--- src/rtl/router_pkg.sv ---
// Shared state encoding, header field layout and helpers for the router ingress slice.
package router_pkg;

  localparam int LEN_W        = 6;
  localparam int ADDR_W       = 2;
  localparam int HDR_ADDR_LSB = 0;
  localparam int HDR_LEN_LSB  = ADDR_W;

  localparam logic [ADDR_W-1:0] ADDR_INVALID = 2'd3;

  typedef enum logic [2:0] {
    IDLE,
    WAIT_EMPTY,
    PAYLOAD,
    PARITY_DRAIN,
    CHECK,
    DROP
  } state_t;

  function automatic logic [LEN_W-1:0] sat_inc(input logic [LEN_W-1:0] v);
    return (&v) ? v : v + 1'b1;
  endfunction

endpackage

--- src/rtl/router_hold_reg.sv ---
// Single-entry skid register between the ingress FSM and the FIFO write port.
// A load on the same edge as a drain simply reloads, so the stream keeps 1 byte/clk.
module router_hold_reg #(
  parameter int DATA_W = 8
) (
  input  logic              clk,
  input  logic              resetn,
  input  logic              load,
  input  logic              load_first,
  input  logic [DATA_W-1:0] load_data,
  input  logic              drain,
  input  logic              flush,
  output logic              valid,
  output logic              first,
  output logic [DATA_W-1:0] data
);

  logic              valid_reg;
  logic              first_reg;
  logic [DATA_W-1:0] data_reg;

  always_ff @(posedge clk) begin
    if (!resetn) begin
      valid_reg <= 1'b0;
      first_reg <= 1'b0;
      data_reg  <= '0;
    end else if (flush) begin
      valid_reg <= 1'b0;
    end else if (load) begin
      valid_reg <= 1'b1;
      first_reg <= load_first;
      data_reg  <= load_data;
    end else if (drain) begin
      valid_reg <= 1'b0;
    end
  end

  assign valid = valid_reg;
  assign first = first_reg;
  assign data  = data_reg;

endmodule

--- src/rtl/router_ingress_ctrl.sv ---
// Router ingress control: header decode, FIFO steering, source throttling, parity check.
// Build option: define ROUTER_LEN_CHECK_EN to also flag a payload-count mismatch in err.
module router_ingress_ctrl
  import router_pkg::*;
#(
  parameter int NUM_PORTS = 3,
  parameter int DATA_W    = 8
) (
  input  logic                 clk,
  input  logic                 resetn,
  input  logic                 pkt_valid,
  input  logic [DATA_W-1:0]    data_in,
  input  logic [NUM_PORTS-1:0] fifo_full,
  input  logic [NUM_PORTS-1:0] fifo_empty,
  input  logic [NUM_PORTS-1:0] soft_reset,
  output logic                 busy,
  output logic [NUM_PORTS-1:0] write_enb,
  output logic                 lfd_state,
  output logic [DATA_W-1:0]    dout,
  output logic                 parity_done,
  output logic                 err
);

  localparam int SEL_W = 2 ** ADDR_W;

  state_t            state_reg, state_next;
  logic [ADDR_W-1:0] addr_reg, addr_next;
  logic [DATA_W-1:0] parity_reg, parity_next;
  logic [DATA_W-1:0] rx_parity_reg, rx_parity_next;
  logic              err_reg, err_next;
`ifdef ROUTER_LEN_CHECK_EN
  logic [LEN_W-1:0]  len_reg, len_next;
  logic [LEN_W-1:0]  cnt_reg, cnt_next;
`endif

  logic [SEL_W-1:0]  full_sel;
  logic [SEL_W-1:0]  empty_sel;
  logic [SEL_W-1:0]  flush_sel;
  logic [ADDR_W-1:0] hdr_addr;
  logic              hold_valid;
  logic              hold_first;
  logic [DATA_W-1:0] hold_data;
  logic              hold_load;
  logic              hold_flush;
  logic              drain_ok;
  logic              accept;
  logic              abort;

  // Widen per-port vectors so the 2-bit address can index them without range gaps.
  assign full_sel  = SEL_W'(fifo_full);
  assign empty_sel = SEL_W'(fifo_empty);
  assign flush_sel = SEL_W'(soft_reset);
  assign hdr_addr  = data_in[HDR_ADDR_LSB +: ADDR_W];

  assign drain_ok = hold_valid & ~full_sel[addr_reg] & (state_reg != WAIT_EMPTY);
  assign busy     = (hold_valid & full_sel[addr_reg]) |
                    (state_reg inside {WAIT_EMPTY, PARITY_DRAIN, CHECK});
  assign accept   = ~busy & (pkt_valid | (state_reg == PAYLOAD));
  assign abort    = flush_sel[addr_reg] &
                    (state_reg inside {WAIT_EMPTY, PAYLOAD, PARITY_DRAIN, CHECK});

  generate
    for (genvar gi = 0; gi < NUM_PORTS; gi++) begin : g_wr
      assign write_enb[gi] = drain_ok & (addr_reg == ADDR_W'(gi));
    end
  endgenerate

  assign dout      = hold_data;
  assign lfd_state = hold_first;
  assign err       = err_reg;

  router_hold_reg #(
    .DATA_W(DATA_W)
  ) u_hold (
    .clk       (clk),
    .resetn    (resetn),
    .load      (hold_load),
    .load_first(state_reg == IDLE),
    .load_data (data_in),
    .drain     (drain_ok),
    .flush     (hold_flush),
    .valid     (hold_valid),
    .first     (hold_first),
    .data      (hold_data)
  );

  always_ff @(posedge clk) begin
    if (!resetn) begin
      state_reg     <= IDLE;
      addr_reg      <= '0;
      parity_reg    <= '0;
      rx_parity_reg <= '0;
      err_reg       <= 1'b0;
`ifdef ROUTER_LEN_CHECK_EN
      len_reg       <= '0;
      cnt_reg       <= '0;
`endif
    end else begin
      state_reg     <= state_next;
      addr_reg      <= addr_next;
      parity_reg    <= parity_next;
      rx_parity_reg <= rx_parity_next;
      err_reg       <= err_next;
`ifdef ROUTER_LEN_CHECK_EN
      len_reg       <= len_next;
      cnt_reg       <= cnt_next;
`endif
    end
  end

  always_comb begin
    state_next     = state_reg;
    addr_next      = addr_reg;
    parity_next    = parity_reg;
    rx_parity_next = rx_parity_reg;
    err_next       = err_reg;
`ifdef ROUTER_LEN_CHECK_EN
    len_next       = len_reg;
    cnt_next       = cnt_reg;
`endif
    hold_load      = 1'b0;
    hold_flush     = 1'b0;
    parity_done    = 1'b0;

    case (state_reg)
      IDLE: begin
        if (accept) begin
          if (hdr_addr == ADDR_INVALID) begin
            state_next = DROP;
          end else begin
            addr_next   = hdr_addr;
            parity_next = data_in;
            err_next    = 1'b0;
            hold_load   = 1'b1;
`ifdef ROUTER_LEN_CHECK_EN
            len_next    = data_in[HDR_LEN_LSB +: LEN_W];
            cnt_next    = '0;
`endif
            state_next  = empty_sel[hdr_addr] ? PAYLOAD : WAIT_EMPTY;
          end
        end
      end
      WAIT_EMPTY: begin
        if (empty_sel[addr_reg]) state_next = PAYLOAD;
      end
      PAYLOAD: begin
        if (accept) begin
          hold_load = 1'b1;
          if (pkt_valid) begin
            parity_next = parity_reg ^ data_in;
`ifdef ROUTER_LEN_CHECK_EN
            cnt_next    = sat_inc(cnt_reg);
`endif
          end else begin
            rx_parity_next = data_in;
            state_next     = PARITY_DRAIN;
          end
        end
      end
      PARITY_DRAIN: begin
        if (drain_ok) state_next = CHECK;
      end
      CHECK: begin
        parity_done = 1'b1;
`ifdef ROUTER_LEN_CHECK_EN
        err_next    = (rx_parity_reg != parity_reg) | (cnt_reg != len_reg);
`else
        err_next    = (rx_parity_reg != parity_reg);
`endif
        state_next  = IDLE;
      end
      DROP: begin
        // The parity byte (pkt_valid low) closes the discarded packet.
        if (!pkt_valid) state_next = IDLE;
      end
      default: state_next = IDLE;
    endcase

    // A timeout flush of the active FIFO abandons the packet without judging it.
    if (abort) begin
      state_next  = IDLE;
      hold_load   = 1'b0;
      hold_flush  = 1'b1;
      err_next    = err_reg;
      parity_done = 1'b0;
    end
  end

endmodule
--- config.mk ---
export PLATFORM = sky130hd
export DESIGN_NAME = router_ingress_ctrl
export DESIGN_NICKNAME = d
export VERILOG_FILES = /design/src/rtl/router_pkg.sv /design/src/rtl/router_hold_reg.sv /design/src/rtl/router_ingress_ctrl.sv
export SDC_FILE = /design/constraint.sdc
export NUM_CORES = 1
export LEC_CHECK = 0
export ABC_AREA = 0
export CAP_MARGIN = 20
export CORE_ASPECT_RATIO = 1.4
export CORE_MARGIN = 10
export CORE_UTILIZATION = 35
export CTS_CLUSTER_DIAMETER = 100
export CTS_CLUSTER_SIZE = 30
export DETAILED_ROUTE_END_ITERATION = 12
export SLEW_MARGIN = 20
export SYNTH_ARGS = -nofsm -noshare
export SYNTH_HDL_FRONTEND = slang
export SYNTH_HIERARCHICAL = 1
export SYNTH_SLANG_ARGS = --single-unit
--- constraint.sdc ---
create_clock -name clk -period 4.3 [get_ports clk]
set_clock_uncertainty 0.1 [all_clocks]
set_input_delay 0.43 -clock clk [delete_from_list [all_inputs] [get_ports clk]]
set_output_delay 0.43 -clock clk [all_outputs]
set_load 0.03 [all_outputs]
==> out/results.txt <==
First-pass GRT wire length: 8070 um
Complex-gate fraction of the synthesized area: 0.175
Ant diodes: 0
Filler cells: 564
Total track usage: 0.114
Leading cell type in the layout, fill and taps excluded: clkdlybuf4s50_1
Largest family of logic cells by synthesized area: simple AND/OR/NAND/NOR gates
Critical Path AT: 2560 ps
Register area share after synthesis: 0.341
Post-synthesis cell type count: 48
CTS clk-pin slew, worst paths: 70 ps
Syn Inst Count: 223
Clk root buf: clkbuf_8
Final Max Slew Viols: 0
XOR/XNOR share of the synthesized area: 0.0419
Final worst path period share: 0.719
Die Span Y: 107 um
H-tree levels: 2
Die Area: 0.00875 mm2
CTS tree: done
Worst skew pair latency: 280 ps
Starting density of the core: 0.362
Critical path required time: 3770 ps
Max Buffers Root-to-Sink: 2
P_leak: 0.000819 uW
Crit path launch type: flip-flop
Drt drc: 0
Worst slew pin tran: 613 ps
Crit path max fanout: 9
Max-Cap Viols: 0
Syn Nets: 243
Post-synthesis simple-gate area fraction: 0.253
Yosys reg bits: 32
Hold Path Stages: 2
Chip width: 82.0 um
Synth area leaders: dfxtp_1 (34%), mux2i_1 (11%), nand2_1 (5.2%)
Non-Filler Instances: 318
Initial antenna violation count: 0
Routability cong.: 0.835
Placed wire-length estimate: 3450 um
WHS Endpoint: u_hold/data[3]
ANT nets after route: 0
# rows: 31
Synth Area in Adders: 0
Element type at the critical path end: primary output
Cts bufs inserted: 5
Pwr Density: 620 mW/mm2
Routed WL: 4790 um
Post-CTS sizing: 0
Layout cells sized above 1: 0.0754
Inst Count DP: 311
Core Area: 0.00520 mm2
Final setup viols: 0
IO Count: 35
Avg Synthesized Cell Area: 8.43 um2
Predominant post-synthesis flop cell: dfxtp_1
FMAX: 0.323 GHz
# hold bufs at CTS: 0
Final Hold Viols: 0
Hold wc startpoint: u_hold/data[3]
DRT Pass-1 Iters: 4
CTS Sinks: 32
Synthesis Warnings: 6
Post-CTS setup buffer count: 0
Vias in the first global route: 1,676
Final core occ: 0.443
Mapped cell area: 0.00188 mm2
Initial drt markers: 116
RSZ-0062 raised after global routing: no
Top-area cell type share of the netlist area: 0.341
Port Buf Inserts: 34
Post-route setup TNS: 0 ps
Final #Nets: 272
Vias per inst: 5.29
HP Class: flip-flop to flip-flop
Maximum VDD drop: 0.260 mV
Ys async rst share: 0
Multiplexer area fraction after synthesis: 0.120
Most frequent cells in the layout: clkdlybuf4s50_1 (34), dfxtp_1 (32), nand2_1 (26), nor2_1 (22), mux2i_1 (20)
Status: finished clean
DR vias: 1,683
DR WL/cell: 15.0 um
Reg2reg setup slack: 1930 ps
Fin crit period: 3090 ps
Slew HR: 0.591
R2r startpoint: addr_reg[0]
FF-to-FF path depth: 7
Setup CP Type: flip-flop to primary output
Area delta synth->final: 22.6%
GRT overflow: 0
Post-synth EDFFs: 0
Worst r2r dst: u_hold/data[7]
Area leader, netlist: dfxtp_1
Largest net degree at the start of global routing: 26
[worst max-delay path: stages, from the launching register on]
cell and delay, ps:
dfxtp_1 530, mux2_4 360, a221oi_4 330, o21ai_1 160, inv_2 90, and3_1 150, clkdlybuf4s50_1 670
[metal layers]
metal / GRT usage / vias up / part of all wire
met5: 0 / - / 0
met4: 0.0427 / 0 / 0.011
met3: 0.0259 / 4 / 0.047
met2: 0.195 / 42 / 0.50
met1: 0.132 / 790 / 0.44
li1: - / 847 / -
[worst max path at each step]
stage	startpoint	endpoint	slack [ps]	cells after the start
floorplan	addr_reg[0]	write_enb[0]	1890	5
global placement	fifo_full[0]	write_enb[1]	1270	7
finish	addr_reg[0]	write_enb[1]	1210	6
detailed placement	fifo_full[0]	write_enb[1]	1240	7
global route	addr_reg[0]	write_enb[1]	1050	6
CTS	addr_reg[0]	write_enb[1]	1190	6
[cells by family (layout without fill, tap and decap cells)]
logic type	count (synthesis)	after routing
XOR/XNOR	9	9
AND/OR/NAND/NOR	95	95
multiplexers	22	22
flip-flops	32	32
buffers and inverters	23	52
AO/OA/AOI/OAI	42	42
[where the power goes]
part / switching, uW / internal [uW]
clock network: 104 / 110
logic: 401 / 330
registers: 103 / 381
total: 608 / 821
[Yosys cell counts, drive strengths merged, types with 2 or more instances]
cell type / number
buf: 10
and3: 2
xnor2: 9
inv: 7
nand3b: 10
mux2i: 20
nand4: 3
clkbuf: 5
or2: 2
dfxtp: 32
nor2b: 5
o221a: 2
nand3: 17
nand2: 26
a31oi: 9
a21oi: 5
nor2: 23
a221oi: 2
mux2: 2
nor3: 3
o21ai: 12
[per-stage QoR]
stage,power [uW],hold WS [ps],worst slack (ps),area [um2]
2_1_floorplan,1040,382,1890,1880
3_3_place_gp,1220,345,1270,2230
3_5_place_dp,1230,349,1240,2230
4_1_cts,1450,363,1190,2300
5_1_grt,1540,383,1050,2300
6_report,1430,357,1210,2300
[layout make-up]
| class | instances | area, um2 | share of cell area |
|---|---|---|---|
| clock inverters | 1 | 5.00 | 0.00217 |
| flip-flops and latches | 32 | 641 | 0.278 |
| repair buffers | 37 | 363 | 0.157 |
| well taps | 66 | 82.6 | 0.0358 |
| inverters | 8 | 30.0 | 0.0130 |
| clock buffers | 6 | 72.6 | 0.0315 |
| multi-input cells | 168 | 1110 | 0.482 |
Power figures use the tool's default switching activity.
==> variant (config.mk and constraints unchanged) <==
The option `ROUTER_LEN_CHECK_EN` is turned on by a define.
--- a/src/rtl/router_ingress_ctrl.sv
+++ b/src/rtl/router_ingress_ctrl.sv
@@ -1,5 +1,7 @@
 // Router ingress control: header decode, FIFO steering, source throttling, parity check.
 // Build option: define ROUTER_LEN_CHECK_EN to also flag a payload-count mismatch in err.
+`define ROUTER_LEN_CHECK_EN
+
 module router_ingress_ctrl
   import router_pkg::*;
 #(
Behaviour: not the same (a bounded check fails within 10 cycles, from zero or initial values and one cycle with resetn low).
==> variant against the unedited design <==
  * Setup slack worse by 0.21 ns
  * Register-to-register slack worse by 0.27 ns
  * Synthesized cell count up 41%
  * Largest power group is now sequential cells
  * Synthesized area up 34%
  * Design area up 29%
  * Sequential power up 6.8%
  * Die area up 26%
  * Critical path depth down 1
  * Highest routed layer unchanged
  * Routed wire length up 45%
  * Total power down 13%
  * Core utilization down 1.8 points
  * Sequential cell count up 12
==> variant: results (changes against the unedited design) <==
metric	value	unit	change
synth_top_family_by_area	simple AND/OR/NAND/NOR gates		
top_layer_used	met4		
grt_pass1_wl	11600	um	+44%
gp_congestion	0.778		-6.8%
clock_tree.root_cell	clkbuf_8		
arrival	2.77	ns	+0.21 ns
grt_max_degree	40		+54%
synthAdderAreaFrac	0.00495		+0.00495
grtUsageMet2	0.216		+0.0212
synth_compound_area_frac	0.209		+0.0335
cts_buffers	5		unchanged
synth_seq_area_share	0.349		+0.00804
critPathMaxFanout	11		+2
clock_path_buffers	2		unchanged
drtIter0Drc	168		+45%
p_sw	0.478	mW	-21%
vias	2387		+42%
dpl_worst_slack	1.11	ns	-0.134 ns
outcome	finished clean		
ir_worst_vdd	0.253	mV	-2.8%
fillers	739		+31%
leakagePower	1.01	nW	+23%
grt_util_all_layers	0.126		+0.0124
postCtsSetupBuffers	0		unchanged
io_buffers	34		unchanged
syn-num-nets	336		+38%
drive_above_1_share	0.0449		-0.0305
clock_latency	0.30	ns	+0.02 ns
globalRouteMet1Util	0.151		+0.0191
worstMarginPinSlew	1.03	ns	+0.415 ns
wl_met3	199	um	-12%
muxShareOfSynthArea	0.0515		-0.0689
route.met2.wl	3510	um	+47%
wl_per_cell	16.2	um	+7.4%
path_clk_slew	0.09	ns	+0.02 ns
critPathMaxStageDelay	0.73	ns	+0.06 ns
hpwl	4880	um	+41%
use_met3	0.0235		-0.00239
synth_ff_type	dfxtp_1		
dpl-instance-area	0.00288	mm^2	+29%
crit_path_top_delay_cell	clkdlybuf4s50_1		
synth_top_cells_by_count	dfxtp_1, nand2_1, nand3_1		
synth.area.top_cells	dfxtp_1, nand2_1, xnor2_1		
wl_met1	3090	um	+46%
grt_pass1_vias	2282		+36%
synth.distinct_cells	50		+4.2%
cts_resized	0		unchanged
synthXorXnorAreaFrac	0.0520		+0.0101
nNetsFinal	354		+30%
==> variant: area by class of cell <==
| cell class | instances | area share |
|---|---|---|
| inverters | 6 | 0.00759 |
| multi-input cells | 238 | 0.500 |
| clock buffers | 5 | 0.0232 |
| well taps | 95 | 0.0400 |
| clock inverters | 3 | 0.00801 |
| flip-flops and latches | 44 | 0.297 |
| repair buffers | 38 | 0.125 |
==> variant: worst paths after layout <==
kind	from	to	slack [ns]	cells after the start
hold / removal	u_hold/data[1]	u_hold/data[1]	0.36	2
setup / recovery	addr_reg[1]	write_enb[2]	1.00	5
setup reg to reg	addr_reg[1]	u_hold/data[7]	1.66	6
hold reg to reg	u_hold/data[1]	u_hold/data[1]	0.36	2
==> variant: power groups by stage <==
stage,Combinational [mW],Sequential (mW),Clock [mW]
6_report,0.454,0.517,0.272
5_1_grt,0.499,0.527,0.296
4_1_cts,0.456,0.517,0.279
3_5_place_dp,0.455,0.527,0
3_3_place_gp,0.450,0.525,0
2_1_floorplan,0.303,0.540,0
==> variant: metrics by stage <==
step / util / std cells
finish: 0.425 / 429
global placement: 0.412 / 421
floorplan: - / 315
CTS: 0.425 / 429
detailed placement: 0.412 / 421
global route: 0.425 / 429
==> variant: kinds of logic (layout without fill, tap and decap cells) <==
group                    Yosys count  count (layout)
XOR/XNOR                          15              15
AND/OR/NAND/NOR                  129             129
flip-flops                        44              44
AO/OA/AOI/OAI                     80              80
buffers and inverters             33              52
multiplexers                      13              13
adder cells (fa/ha/maj)            1               1
==> variant: critical path, delay by kind of cell, from the launching register on <==
| family | cells | cell delay, ns |
|---|---|---|
| DFF | 1 | 0.57 |
| AOI/OAI and AO/OA | 2 | 0.36 |
| and+or+nand+nor | 1 | 0.29 |
| buffers and inverters | 1 | 0.73 |
| muxes | 1 | 0.53 |
